## config.mk

```make
export PLATFORM = sky130hd
export DESIGN_NAME = div_clk_timekeeper_flat
export DESIGN_NICKNAME = d
export VERILOG_FILES = /design/src/rtl/div_clk_timekeeper_if.sv /design/src/rtl/div_clk_timekeeper.sv /design/src/flat_wrapper.sv
export SDC_FILE = /design/constraint.sdc
export NUM_CORES = 1
export LEC_CHECK = 0
export ABC_AREA = 1
export CAP_MARGIN = 25
export CORE_UTILIZATION = 52
export DETAILED_ROUTE_END_ITERATION = 16
export PLACE_DENSITY = 0.8
export SKIP_CTS_REPAIR_TIMING = 1
export SLEW_MARGIN = 20
export SYNTH_ARGS = -nofsm -noshare
export SYNTH_HDL_FRONTEND = slang
export SYNTH_SLANG_ARGS = --single-unit
```

## constraint.sdc

```tcl
create_clock -name CLK_IN -period 1.65 [get_ports CLK_IN]
set_input_delay 0.33 -clock CLK_IN [delete_from_list [all_inputs] [get_ports CLK_IN]]
set_output_delay 0.33 -clock CLK_IN [all_outputs]
set_load 0.005 [all_outputs]
```

## src/rtl/div_clk_timekeeper_if.sv

```systemverilog
// div_clk_timekeeper_if: software time-load handshake (valid/ready plus range-error pulse)
interface div_clk_timekeeper_if;
  logic       SET_VALID;
  logic       SET_READY;
  logic       SET_ERR;
  logic [4:0] SET_HOUR;
  logic [5:0] SET_MIN;
  logic [5:0] SET_SEC;
  modport master (output SET_VALID, SET_HOUR, SET_MIN, SET_SEC, input SET_READY, SET_ERR);
  modport slave (input SET_VALID, SET_HOUR, SET_MIN, SET_SEC, output SET_READY, SET_ERR);
endinterface

```

## src/rtl/div_clk_timekeeper.sv

```systemverilog
// div_clk_timekeeper: DIV_CLK edge ticks prescaled into a 24h hh:mm:ss clock; alarm under TIMEKEEPER_ALARM_EN
module div_clk_timekeeper #(
  parameter int TICKS_PER_SEC = 1000,
  parameter int PRE_W = 16
) (
  input  logic       CLK_IN,
  input  logic       nRST,
  input  logic       DIV_CLK,
  input  logic       RUN,
  div_clk_timekeeper_if.slave set_if,
  output logic       TICK,
  output logic       SEC_PULSE,
  output logic       DAY_PULSE,
  output logic [4:0] HOUR,
  output logic [5:0] MIN,
  output logic [5:0] SEC,
  output logic [1:0] STATE
`ifdef TIMEKEEPER_ALARM_EN
  ,
  input  logic [4:0] ALARM_HOUR,
  input  logic [5:0] ALARM_MIN,
  input  logic       ALARM_ARM,
  output logic       ALARM
`endif
);
  typedef enum logic [1:0] {IDLE = 2'd0, COUNT = 2'd1, LOAD = 2'd2} state_t;
  localparam logic [PRE_W-1:0] PRE_MAX = PRE_W'(TICKS_PER_SEC - 1);
  state_t           state_q;
  logic [2:0]       sync_q;
  logic             tick_q, sec_pulse_q, day_pulse_q, set_err_q, set_ready_q;
  logic [PRE_W-1:0] pre_q, pre_d;
  logic [4:0]       hour_q, hour_d;
  logic [5:0]       min_q, min_d, sec_q, sec_d;
  logic             in_range, load_ok, load_bad, adv, day_wrap;
  always_comb begin
    in_range = set_if.SET_HOUR <= 5'd23 && set_if.SET_MIN <= 6'd59 && set_if.SET_SEC <= 6'd59;
    load_ok  = set_if.SET_VALID && set_ready_q && in_range;
    load_bad = set_if.SET_VALID && set_ready_q && !in_range;
    adv      = state_q == COUNT && tick_q && pre_q == PRE_MAX;
    pre_d    = (state_q == COUNT && tick_q) ? (adv ? '0 : pre_q + 1'b1) : pre_q;
    sec_d    = sec_q == 6'd59 ? '0 : sec_q + 6'd1;
    min_d    = sec_q != 6'd59 ? min_q : (min_q == 6'd59 ? '0 : min_q + 6'd1);
    hour_d   = (sec_q != 6'd59 || min_q != 6'd59) ? hour_q : (hour_q == 5'd23 ? '0 : hour_q + 5'd1);
    day_wrap = hour_q == 5'd23 && min_q == 6'd59 && sec_q == 6'd59;
  end
  // an accepted load overrides a same-edge time advance and drops its pulses
  always_ff @(posedge CLK_IN) begin
    if (!nRST) begin
      state_q     <= IDLE;
      sync_q      <= '0;
      tick_q      <= 1'b0;
      sec_pulse_q <= 1'b0;
      day_pulse_q <= 1'b0;
      set_err_q   <= 1'b0;
      set_ready_q <= 1'b1;
      pre_q       <= '0;
      hour_q      <= '0;
      min_q       <= '0;
      sec_q       <= '0;
    end else begin
      sync_q      <= {sync_q[1:0], DIV_CLK};
      tick_q      <= sync_q[1] & ~sync_q[2];
      set_err_q   <= load_bad;
      sec_pulse_q <= adv & ~load_ok;
      day_pulse_q <= adv & day_wrap & ~load_ok;
      if (load_ok) begin
        state_q     <= LOAD;
        set_ready_q <= 1'b0;
        pre_q       <= '0;
        hour_q      <= set_if.SET_HOUR;
        min_q       <= set_if.SET_MIN;
        sec_q       <= set_if.SET_SEC;
      end else begin
        state_q     <= RUN ? COUNT : IDLE;
        set_ready_q <= 1'b1;
        pre_q       <= pre_d;
        if (adv) begin
          hour_q <= hour_d;
          min_q  <= min_d;
          sec_q  <= sec_d;
        end
      end
    end
  end
`ifdef TIMEKEEPER_ALARM_EN
  logic alarm_q;
  always_ff @(posedge CLK_IN) begin
    if (!nRST) alarm_q <= 1'b0;
    else alarm_q <= ALARM_ARM && adv && !load_ok && hour_d == ALARM_HOUR && min_d == ALARM_MIN && sec_d == 6'd0;
  end
  assign ALARM = alarm_q;
`endif
  assign TICK             = tick_q;
  assign SEC_PULSE        = sec_pulse_q;
  assign DAY_PULSE        = day_pulse_q;
  assign HOUR             = hour_q;
  assign MIN              = min_q;
  assign SEC              = sec_q;
  assign STATE            = state_q;
  assign set_if.SET_READY = set_ready_q;
  assign set_if.SET_ERR   = set_err_q;
endmodule

```

## src/flat_wrapper.sv

```systemverilog
// flat-port wrapper written by rule: the top's interface ports become plain ports
module div_clk_timekeeper_flat 
#(
  parameter int TICKS_PER_SEC = 1000,
  parameter int PRE_W = 16
)
  (CLK_IN, nRST, DIV_CLK, RUN, TICK, SEC_PULSE, DAY_PULSE, HOUR, MIN, SEC, STATE, set_if_SET_VALID, set_if_SET_HOUR, set_if_SET_MIN, set_if_SET_SEC, set_if_SET_READY, set_if_SET_ERR);
  div_clk_timekeeper_if set_if_i ();
  input  logic CLK_IN;
  input  logic nRST;
  input  logic DIV_CLK;
  input  logic RUN;
  output logic TICK;
  output logic SEC_PULSE;
  output logic DAY_PULSE;
  output logic [4:0] HOUR;
  output logic [5:0] MIN;
  output logic [5:0] SEC;
  output logic [1:0] STATE;
  input wire logic [$bits(set_if_i.SET_VALID)-1:0] set_if_SET_VALID;
  input wire logic [$bits(set_if_i.SET_HOUR)-1:0] set_if_SET_HOUR;
  input wire logic [$bits(set_if_i.SET_MIN)-1:0] set_if_SET_MIN;
  input wire logic [$bits(set_if_i.SET_SEC)-1:0] set_if_SET_SEC;
  output wire logic [$bits(set_if_i.SET_READY)-1:0] set_if_SET_READY;
  output wire logic [$bits(set_if_i.SET_ERR)-1:0] set_if_SET_ERR;
  assign set_if_i.SET_VALID = set_if_SET_VALID;
  assign set_if_i.SET_HOUR = set_if_SET_HOUR;
  assign set_if_i.SET_MIN = set_if_SET_MIN;
  assign set_if_i.SET_SEC = set_if_SET_SEC;
  assign set_if_SET_READY = set_if_i.SET_READY;
  assign set_if_SET_ERR = set_if_i.SET_ERR;
  div_clk_timekeeper #(.TICKS_PER_SEC(TICKS_PER_SEC), .PRE_W(PRE_W)) u_core (.CLK_IN(CLK_IN), .nRST(nRST), .DIV_CLK(DIV_CLK), .RUN(RUN), .set_if(set_if_i), .TICK(TICK), .SEC_PULSE(SEC_PULSE), .DAY_PULSE(DAY_PULSE), .HOUR(HOUR), .MIN(MIN), .SEC(SEC), .STATE(STATE));
endmodule
```

## Word level (Yosys, flattened, before mapping)

Index checks and enable logic that the tools add are counted.

| word-level totals | value |
|---|---|
| bits of input ports | 22 |
| bits in latches | 0 |
| bits in writable memories | 0 |
| output and inout port bits | 24 |
| bits in registers | 43 |
| memories kept | 0 |
| memory bits (read-only) | 0 |

| cells by class | value |
|---|---|
| divide/modulo/power cells | 0 |
| bitwise gates (word level) | 7 |
| $add $sub $neg | 4 |
| reductions and logical operators | 15 |
| shifts and indexed selects | 0 |
| $mul | 0 |
| mux-type cells | 15 |
| equality and inequality tests | 9 |
| $lt $le $gt $ge | 3 |

Operators by type and width:

| operator | number |
|---|---|
| 2-to-1 mux 6 bit | 7 |
| 2-to-1 mux 5 bit | 4 |
| adder 16 x 1 -> 16 bit (second input constant) | 1 |
| equality test 16 x 10 -> 1 bit (second input constant) | 1 |
| 2-to-1 mux 16 bit | 1 |
| adder 6 x 1 -> 6 bit (second input constant) | 2 |
| equality test 6 bit (second input constant) | 2 |
| less-or-equal comparator 6 bit (second input constant) | 2 |
| != test 6 bit (second input constant) | 2 |
| logical AND 1 bit | 9 |
| adder 5 x 1 -> 5 bit (second input constant) | 1 |
| equality test 5 bit (second input constant) | 1 |
| less-or-equal comparator 5 bit (second input constant) | 1 |
| AND 1 bit | 4 |
| != test 2 x 1 -> 1 bit (second input constant) | 2 |
| AND reduction 2 bit | 2 |
| inverter 1 bit | 3 |
| equality test 2 x 1 -> 1 bit (second input constant) | 1 |
| 2-to-1 mux 1 bit | 2 |
| 2-to-1 mux 2 bit | 1 |
| nonzero test 2 bit | 1 |
| OR reduction 2 bit | 1 |
| zero test 1 bit | 1 |
| logical OR 1 bit | 1 |

## Longest topological paths before layout

Gate-level depths: netlist of run 1.

| logic depth | value |
|---|---|
| word-level depth | 6 |
| gate-level depth with buffers | 12 |
| mapped depth without buffers | 11 |

## Worst setup path after synthesis of run 1

No wires, ideal clock.

| path | value |
|---|---|
| kind | register to register |
| from | register u_core.pre_q[0] |
| to | register u_core.min_q[0], in the netlist u_core.MIN[0] |
| cell stages (with the launch flop) | 12 |
| library setup time | 0.113 ns |
| arrival time | 1.371 ns |
| clock period less this slack | 1.484 ns |
| data required time | 1.537 ns |
| setup slack | 0.166 ns |
| cell sequence | dfxtp_1 ha_1 nand2_2 inv_2 nand2_2 nor2_4 nand3_4 nand2_4 nand2_2 buf_6 nor2_1 nor2_1 |

| between the ends | value |
|---|---|
| word-level cells in the longest chain between the ends | 4 |

Ends and longest elaborated chain:

| element | RTL line | RTL |
|---|---|---|
| from (decl) | div_clk_timekeeper.sv:31 | `logic [PRE_W-1:0] pre_q, pre_d;` |
| from (signal assigned) | div_clk_timekeeper.sv:76 | `pre_q <= pre_d;` |
| equality test 16 x 10 -> 1 bit | div_clk_timekeeper.sv:39 | `adv = state_q == COUNT && tick_q && pre_q == PRE_MAX;` |
| logical AND 1 bit | div_clk_timekeeper.sv:39 |  |
| nonzero test 2 bit (no line) | - |  |
| AND reduction 2 bit (no line) | - |  |
| to (signal assigned) | div_clk_timekeeper.sv:71 | `min_q <= set_if.SET_MIN;` |
| to (signal assigned) | div_clk_timekeeper.sv:79 | `min_q <= min_d;` |
| to (decl) | div_clk_timekeeper.sv:33 | `logic [5:0] min_q, min_d, sec_q, sec_d;` |

No other way between the ends.
A chain may end at the register's enable or synchronous reset.

## Worst setup path in the final report of run 1

| path | value |
|---|---|
| from | register u_core.sec_q[0], in the netlist u_core.SEC[0] |
| to | output SEC[0] |

RTL lines:

| element | RTL line | RTL |
|---|---|---|
| from (decl) | div_clk_timekeeper.sv:33 |  |
| from (signal assigned) | div_clk_timekeeper.sv:72 | `sec_q <= set_if.SET_SEC;` |
| to (decl) | flat_wrapper.sv:18 | `output logic [5:0] SEC;` |

No word-level cell between the ends.

==> metrics.cfg, run 1 <==
[worst_setup_path]
worst-path-max-fanout = 5
end_kind = output pin
cp-start-kind = flop
worstPathArrival_ns = 1.28
cp.required_ns = 1.32
criticalPathCategory = flop to output pin
critPathLaunch = u_core.SEC[0]
r2r_start = u_core.pre_q[0]

[clocking]
htreeDepth = 2
clock_latency_ns = 0.29
cts_tree = built
cts_buffer_depth = 2
clock_sinks = 43
cts_buffers = 5
cts-root-buf = clkbuf_8
path_clk_slew_ns = 0.09

[synth]
ys_seq_area_frac = 0.354
async_reset_ff_frac = 0
synth_fp_nets = 392
yosys_warnings = 0
avgSynthCellArea_um2 = 6.65
ys_ff_latch = 43
netlist_area_um2 = 2430
syn_inst = 366
synth_top_flop_cell = dfxtp_1
synth-edff-count = 0
yosys.cell_types.count = 28

[sta]
min_period_ns = 1.61
fin_skew_ns = 0.00536
timing.hold.ws_ns = 0.386
slew_headroom = 0.766
max_freq_ghz = 0.621
worstMarginPinSlew_ns = 0.349
slew_violations = 0
hold_viol = 0
finalCritPeriodShare = 0.977
setup_viol = 0

[hold_path]
min_from = u_core.sync_q[2]
min_path_type = flop to flop

[die]
start_util = 0.551
die_h_um = 70.4
core_um2 = 4410
dieArea_um2 = 4950
io_pins = 46
fp-row-count = 24
chipWidth_um = 70.4

[final_layout]
fillers = 356
layout_commonest_cell = nand2_1
nets = 464
drive_gt1_frac = 0.171
area_growth_pct = 33.0
mostFrequentLayoutCells = nand2_1 (108), nor2_1 (52), clkdlybuf4s50_1 (45), inv_1 (38), dfxtp_1 (38)
n_antenna_cell = 0
layout.cells.non_filler = 491

[job]
max_cap_violations = 0

[route]
via_per_inst = 5.24
ant_nets = 0
routed_wl_um = 5950
drcViolationCount = 0
wl_per_cell_um = 12.1
vias = 2574
first_iter_violations = 202
dr.pass1.iters = 5

[power_and_ir_drop]
p_leak_nw = 1.42
ir_worst_vdd_mv = 0.434
power_density_nw_per_um2 = 669

[global_routing]
grt_pass1_vias = 2177
grtUsageTotal = 0.238
grt_max_degree = 15
grt_pass1_wl_um = 9670
grt_overflow_total = 0
antenna_found_initial = 0

[placement]
gp_congestion = 0.854
dp_cells = 481
hpwl_um = 4310
port_buffers = 45

[status]
outcome = finished, final reports clean

-- final cells by class --
class | count | area (um^2) | share of cell area
sequential | 43 | 867 | 0.268
multi-input combinational | 270 | 1380 | 0.425
timing repair buffer | 71 | 658 | 0.203
timing repair inverter | 1 | 7.51 | 0.00232
clock buffer | 6 | 72.6 | 0.0224
clock inverter | 2 | 12.5 | 0.00387
inverter | 46 | 176 | 0.0545
tap | 52 | 65.1 | 0.0201
-- final timing paths --
| kind | end | slack, ns | cells after the start |
|---|---|---|---|
| hold / removal | u_core.TICK | 0.39 | 1 |
| hold reg to reg | u_core.TICK | 0.39 | 1 |
| setup / recovery | SEC[0] | 0.04 | 2 |
| setup reg to reg | u_core.SEC[2] | 0.13 | 11 |
-- Yosys cell counts (2+ instances only) --
cell type / n / area share
nand2_2: 7 / 0.018
buf_4: 2 / 0.0062
nand3_1: 29 / 0.060
inv_1: 39 / 0.060
buf_6: 3 / 0.014
ha_1: 4 / 0.021
a211oi_1: 2 / 0.0062
nor3_1: 7 / 0.014
nor2_2: 3 / 0.0077
xor2_1: 11 / 0.040
xnor2_1: 2 / 0.0072
o21ai_0: 2 / 0.0041
a21oi_1: 15 / 0.031
or2_2: 2 / 0.0051
nor2_1: 53 / 0.082
nand2_1: 110 / 0.17
nand3_4: 2 / 0.014
nor2_4: 3 / 0.014
buf_2: 3 / 0.0062
inv_2: 7 / 0.011
dfxtp_1: 43 / 0.35
nand4_1: 11 / 0.028
-- state kept, by name, summed over array words and instances, names as in the netlist --
signal                   flops
u_core.set_if.SET_READY      1
u_core.MIN                   6
u_core.TICK                  1
u_core.STATE                 2
u_core.set_if.SET_ERR        1
u_core.DAY_PULSE             1
u_core.pre_q                16
u_core.SEC_PULSE             1
u_core.HOUR                  5
u_core.SEC                   6
u_core.sync_q                3
-- cell families (layout without fill, tap and decap cells) --
group,Yosys count,count (layout),synth area share
and+or+nand+nor,233,234,0.440
xor gates and xnor gates,13,13,0.0468
AOI/OAI and AO/OA,19,19,0.0411
DFF,43,43,0.354
buffers and inverters,54,126,0.0972
adders and majority gates,4,4,0.0206
-- metrics by stage --
stage	total power [W]	util	setup slack, ns	cell area [um^2]	TNS, ns
6_report	0.00216	0.733	0.0387	3230	0
5_1_grt	0.00225	0.733	-0.0109	3230	-0.0131
4_1_cts	0.00216	0.720	-0.0245	3180	-0.0245
3_5_place_dp	0.00150	0.700	-0.250	3090	-5.12
3_3_place_gp	0.00149	0.700	-0.196	3090	-3.61
2_1_floorplan	0.00131	-	0.166	2430	0
-- critical path, stage by stage, from the launching register on --
cell             delay (ns)
dfxtp_1                0.35
buf_4                  0.14
clkdlybuf4s50_1        0.50
-- per-layer routing --
| metal | global-route usage | vias up | part of all wire |
|---|---|---|---|
| li1 | - | 1292 | - |
| met2 | 0.407 | 106 | 0.48 |
| met1 | 0.317 | 1163 | 0.45 |
| met3 | 0.0317 | 13 | 0.061 |
| met4 | 0.0533 | 0 | 0.013 |
| met5 | 0 | - | 0 |
-- report_power, final --
group / leakage, nW / switching [W] / total (W) / internal, W
clock network: 0.0412 / 0.000365 / 0.000662 / 0.000296
registers: 0.351 / 0.0000298 / 0.00110 / 0.00107
logic: 1.03 / 0.000198 / 0.000402 / 0.000204
total: 1.42 / 0.000593 / 0.00216 / 0.00157
Note: power is estimated with default switching activity, not from simulation.
==> run 2: changes to the inputs <==
--- a/config.mk
+++ b/config.mk
@@ -7,9 +7,8 @@
 export LEC_CHECK = 0
 export ABC_AREA = 1
 export CAP_MARGIN = 25
-export CORE_UTILIZATION = 52
+export CORE_UTILIZATION = 30
 export DETAILED_ROUTE_END_ITERATION = 16
-export PLACE_DENSITY = 0.8
 export SKIP_CTS_REPAIR_TIMING = 1
 export SLEW_MARGIN = 20
 export SYNTH_ARGS = -nofsm -noshare
==> constraint.sdc (replaced) <==
create_clock -name CLK_IN -period 1.4 [get_ports CLK_IN]
set_input_delay 0.28 -clock CLK_IN [delete_from_list [all_inputs] [get_ports CLK_IN]]
set_output_delay 0.28 -clock CLK_IN [all_outputs]
set_load 0.005 [all_outputs]
==> metrics.cfg, run 2 (synthesis gave the netlist of run 1 again) <==
[sta]
min_period_ns = 1.49
setup_slack_ns = -0.0918  ; -0.130 ns
hold_viol = 0  ; unchanged
rsz0062_at_grt = true
finalCritPeriodShare = 1.07
finalSetupTns_ns = -1.11  ; -1.11 ns
fin_skew_ns = 0.00341  ; -0.00195 ns
max_freq_ghz = 0.670
setup_viol = 22  ; +22
worstMarginPinSlew_ns = 0.308  ; -0.0407 ns
slew_headroom = 0.794  ; +0.0283
slew_violations = 0  ; unchanged

[route]
first_iter_violations = 113  ; -44%
dr.pass1.iters = 4  ; -1
vias = 2677  ; +4.0%
ant_nets = 0  ; unchanged
routed_wl_um = 6930  ; +17%
via_per_inst = 4.62  ; -12%
wl_per_cell_um = 12.0  ; -1.2%
drcViolationCount = 0  ; unchanged

[global_routing]
grt_use_met1 = 0.204  ; -0.113
grt_max_degree = 15  ; unchanged
grt_pass1_wl_um = 10700  ; +10%
antenna_found_initial = 0  ; unchanged
met3_usage = 0.0348  ; +0.00308
grt_overflow_total = 0  ; unchanged
grt_pass1_vias = 2385  ; +9.6%
grt.busiest_layer = met2
grt_util_met2 = 0.249  ; -0.158
grtUsageTotal = 0.155  ; -0.0832

[clocking]
cts_tree = built
path_clk_slew_ns = 0.09  ; about the same
cts_buffer_depth = 2  ; unchanged
clock_latency_ns = 0.30  ; about the same
cts_buffers = 5  ; unchanged
htreeDepth = 2  ; unchanged
clock_sinks = 43  ; unchanged
cts-root-buf = clkbuf_8

[die]
start_util = 0.313  ; -0.238
dieArea_um2 = 8470  ; +71%
fp-row-count = 32  ; +33%
chipWidth_um = 92.0  ; +31%
io_pins = 46  ; unchanged
core_um2 = 7770  ; +76%
die_h_um = 92.0  ; +31%

[placement]
gp_congestion = 0.834  ; -2.3%
dpl_cell_area_um2 = 3360  ; +8.7%
port_buffers = 45  ; unchanged
hpwl_um = 4710  ; +9.5%
dp_worst_setup_slack_ns = -0.441  ; -0.191 ns
dp_cells = 555  ; +15%

[final_layout]
layout.cells.non_filler = 579  ; +18%
regMostFlops = u_core.pre_q
layout_commonest_cell = nand2_1
mostFrequentLayoutCells = nand2_1 (88), buf_4 (52), nor2_1 (43), inv_1 (36), dlymetal6s2s_1 (34)
n_antenna_cell = 0  ; unchanged
largest_reg_flops = 16  ; unchanged
area_growth_pct = 67.3
nets = 502  ; +8.2%
final_cell_area_um2 = 4070  ; +26%
drive_gt1_frac = 0.371  ; +0.200

[worst_setup_path]
path_cells = ha_4 > nand2_4 > inv_2 > nand2_2 > nor2_4 > nand3_4 > nand2_8 > buf_12 > nand2_8 > nor2_1 > nor2_1
criticalPathCategory = flop to flop
worstPathArrival_ns = 1.70  ; +0.42 ns
cp.required_ns = 1.61  ; +0.29 ns
cp_slowest_stage_delay_ns = 0.36  ; -0.14 ns
cp-start-kind = flop
end_kind = flop
worst-path-max-fanout = 5  ; unchanged
cp_slowest_cell = dfxtp_2

[status]
failed_checks = setup timing
outcome = finished with violations

[hold_path]
min_path_type = primary input to flop

[power_and_ir_drop]
p_leak_nw = 2.18  ; +54%
ir_worst_vdd_mv = 0.339  ; -22%
p_total_w = 0.00281  ; +30%
power_density_nw_per_um2 = 690  ; +3.2%

[job]
max_cap_violations = 0  ; unchanged

-- run 2: path summary, 6_finish.rpt --
path                                  startpoint                     to  slack, ns  cells after the start
worst max-delay path             u_core.pre_q[1]         u_core.HOUR[2]      -0.09                     11
worst min register to register  u_core.sync_q[2]            u_core.TICK       0.38                      1
worst max register to register   u_core.pre_q[1]         u_core.HOUR[2]      -0.09                     11
worst min-delay path            set_if_SET_VALID  u_core.set_if.SET_ERR       0.33                      3
-- run 2: through the flow --
step | util | hold slack (ns)
final | 0.524 | 0.330
after global routing | 0.524 | 0.330
after CTS | 0.445 | 0.393
after detailed placement | 0.433 | 0.380
after global placement | 0.433 | 0.373
after floorplan | - | 0.368
-- run 2: worst max-delay path: cells and delay by family, from the launching register on --
kind | cells | cell delay (ns)
and+or+nand+nor | 8 | 0.68
DFF | 1 | 0.36
buffers and inverters | 2 | 0.20
adders and majority gates | 1 | 0.15
-- run 2: power by group --
group,internal [W],switching (W),leakage [nW]
sequential,0.00126,0.0000282,0.360
clock,0.000403,0.000465,0.0474
combinational,0.000315,0.000331,1.78
total,0.00198,0.000825,2.18
-- run 2: layout make-up --
| type | count | area, um^2 |
|---|---|---|
| sequential | 43 | 896 |
| clock buffer | 6 | 82.6 |
| tap | 102 | 128 |
| fill | 762 | 3700 |
| timing repair buffer | 107 | 1090 |
| inverter | 46 | 189 |
| multi-input combinational | 272 | 1660 |
| timing repair inverter | 1 | 7.51 |
| clock inverter | 2 | 16.3 |
-- run 2: layer usage --
layer	vias up	routed length [um]
met2	50	3210
met4	0	131
met1	1247	3340
met5	-	0
li1	1368	-
met3	12	249
==> run 3: changes to the inputs <==
--- a/config.mk
+++ b/config.mk
@@ -6,10 +6,11 @@
 export NUM_CORES = 1
 export LEC_CHECK = 0
 export ABC_AREA = 1
-export CAP_MARGIN = 25
+export CAP_MARGIN = 15
 export CORE_UTILIZATION = 30
 export DETAILED_ROUTE_END_ITERATION = 16
 export SKIP_CTS_REPAIR_TIMING = 1
+export SKIP_LAST_GASP = 1
 export SLEW_MARGIN = 20
 export SYNTH_ARGS = -nofsm -noshare
 export SYNTH_HDL_FRONTEND = slang
==> metrics.cfg, run 3 (synthesis gave the netlist of run 1 again) <==
[job]
max_cap_violations = 0  ; unchanged

[clocking]
clock_latency_ns = 0.30  ; about the same
cts_buffers = 5  ; unchanged
clock_sinks = 43  ; unchanged
cts_buffer_depth = 2  ; unchanged
htreeDepth = 2  ; unchanged
cts_tree = built
cts-root-buf = clkbuf_8
path_clk_slew_ns = 0.09  ; about the same

[power_and_ir_drop]
p_leak_nw = 2.18  ; about the same
ir_worst_vdd_mv = 0.329  ; -3.1%
p_total_w = 0.00279  ; -0.56%
power_density_nw_per_um2 = 692  ; +0.24%

[placement]
hpwl_um = 4710  ; unchanged
gp_congestion = 0.834  ; unchanged
dpl_cell_area_um2 = 3360  ; unchanged
port_buffers = 45  ; unchanged
dp_worst_setup_slack_ns = -0.441  ; unchanged

[worst_setup_path]
worst-path-max-fanout = 5  ; unchanged
criticalPathCategory = flop to flop
r2r-end = u_core.HOUR[2]
cp-start-kind = flop
r2r_start = u_core.pre_q[1]
end_kind = flop
critPathLaunch = u_core.pre_q[1]
regToRegSetupSlack_ns = -0.1  ; about the same
worstPathArrival_ns = 1.70  ; about the same
cp.required_ns = 1.61  ; about the same
ff2ff_path_depth = 11  ; unchanged

[sta]
slew_headroom = 0.801  ; +0.00736
finalCritPeriodShare = 1.07  ; +0.00301
min_period_ns = 1.50  ; +0.00422 ns
slew_violations = 0  ; unchanged
fin_skew_ns = 0.00504  ; +0.00163 ns
hold_viol = 0  ; unchanged
worstMarginPinSlew_ns = 0.297  ; -0.0111 ns
setup_slack_ns = -0.0960  ; -0.00422 ns
setup_viol = 21  ; -4.5%
rsz0062_at_grt = true
finalSetupTns_ns = -1.13  ; -0.0245 ns
max_freq_ghz = 0.668  ; -0.28%

[route]
ant_nets = 0  ; unchanged
dr.pass1.iters = 4  ; unchanged
wl_per_cell_um = 12.0  ; -0.16%
routed_wl_um = 6920  ; -0.16%
first_iter_violations = 91  ; -19%
vias = 2676  ; -0.037%
drcViolationCount = 0  ; unchanged
via_per_inst = 4.62  ; about the same

[global_routing]
grt_pass1_wl_um = 10700  ; unchanged
antenna_found_initial = 0  ; unchanged
grt_pass1_vias = 2385  ; unchanged
grt_max_degree = 15  ; unchanged
grt_overflow_total = 0  ; unchanged
grtUsageTotal = 0.155  ; unchanged

[hold_path]
min_from = set_if_SET_VALID
min_path_type = primary input to flop
whs_endpoint = u_core.set_if.SET_ERR
hold_path_depth = 3  ; unchanged

[final_layout]
mostFrequentLayoutCells = nand2_1 (90), buf_4 (52), nor2_1 (45), inv_1 (36), dlymetal6s2s_1 (34)
fillers = 766  ; +0.52%
final_cell_area_um2 = 4040  ; -0.80%
nets = 502  ; unchanged
regMostFlops = u_core.pre_q
drive_gt1_frac = 0.361  ; -0.0105
regArea_um2 = 896  ; unchanged
largest_reg_flops = 16  ; unchanged
n_antenna_cell = 0  ; unchanged
layout_commonest_cell = nand2_1
area_growth_pct = 65.9
multi_input_area_um2 = 1630  ; -2.0%

[die]
start_util = 0.313  ; unchanged
dieArea_um2 = 8470  ; unchanged
chipWidth_um = 92.0  ; unchanged
core_um2 = 7770  ; unchanged
io_pins = 46  ; unchanged
die_h_um = 92.0  ; unchanged
fp-row-count = 32  ; unchanged

[status]
outcome = finished with violations
failed_checks = setup timing

-- run 3: cell counts in the layout (fill, tap and decap cells not counted) --
Identical to the previous run, type by type.
-- run 3: metal layers --
metal  part of all wire  global-route usage  up-vias
li1                   -                   -     1367
met1               0.48               0.204     1244
met2               0.47               0.249       59
met3              0.043              0.0348        6
met4              0.012              0.0521        0
met5                  0                   0        -
-- run 3: critical path: stages (launching register included) --
cell and delay (ns):
dfxtp_2 0.36, ha_4 0.15, nand2_4 0.06, inv_2 0.07, nand2_2 0.06, nor2_4 0.10, nand3_4 0.10, nand2_8 0.14
buf_12 0.14, nand2_8 0.06, nor2_1 0.12, nor2_1 0.05
-- run 3: stage by stage --
| step | instances | utilization | hold slack [ns] |
|---|---|---|---|
| 3_3_place_gp | 555 | 0.433 | 0.373 |
| 6_report | 579 | 0.520 | 0.316 |
| 5_1_grt | 579 | 0.520 | 0.326 |
| 2_1_floorplan | 366 | - | 0.368 |
| 4_1_cts | 563 | 0.445 | 0.393 |
| 3_5_place_dp | 555 | 0.433 | 0.380 |
-- run 3: worst max-delay path by stage --
stage / to / cells past startpoint
after detailed placement: u_core.SEC[3] / 10
after floorplan: u_core.MIN[0] / 11
after global placement: u_core.SEC[5] / 10
final: u_core.HOUR[2] / 11
after global routing: u_core.HOUR[0] / 12
after CTS: MIN[2] / 1
-- run 3: cell type report --
cell class / count / area share
sequential: 43 / 0.222
multi-input combinational: 272 / 0.404
clock buffer: 6 / 0.0205
tap: 102 / 0.0316
inverter: 46 / 0.0468
timing repair buffer: 107 / 0.269
timing repair inverter: 1 / 0.00186
clock inverter: 2 / 0.00403
-- run 3: power by group --
group / internal, W / switching [W]
Sequential: 0.00126 / 0.0000258
Clock: 0.000403 / 0.000460
Combinational: 0.000312 / 0.000327
Total: 0.00198 / 0.000813
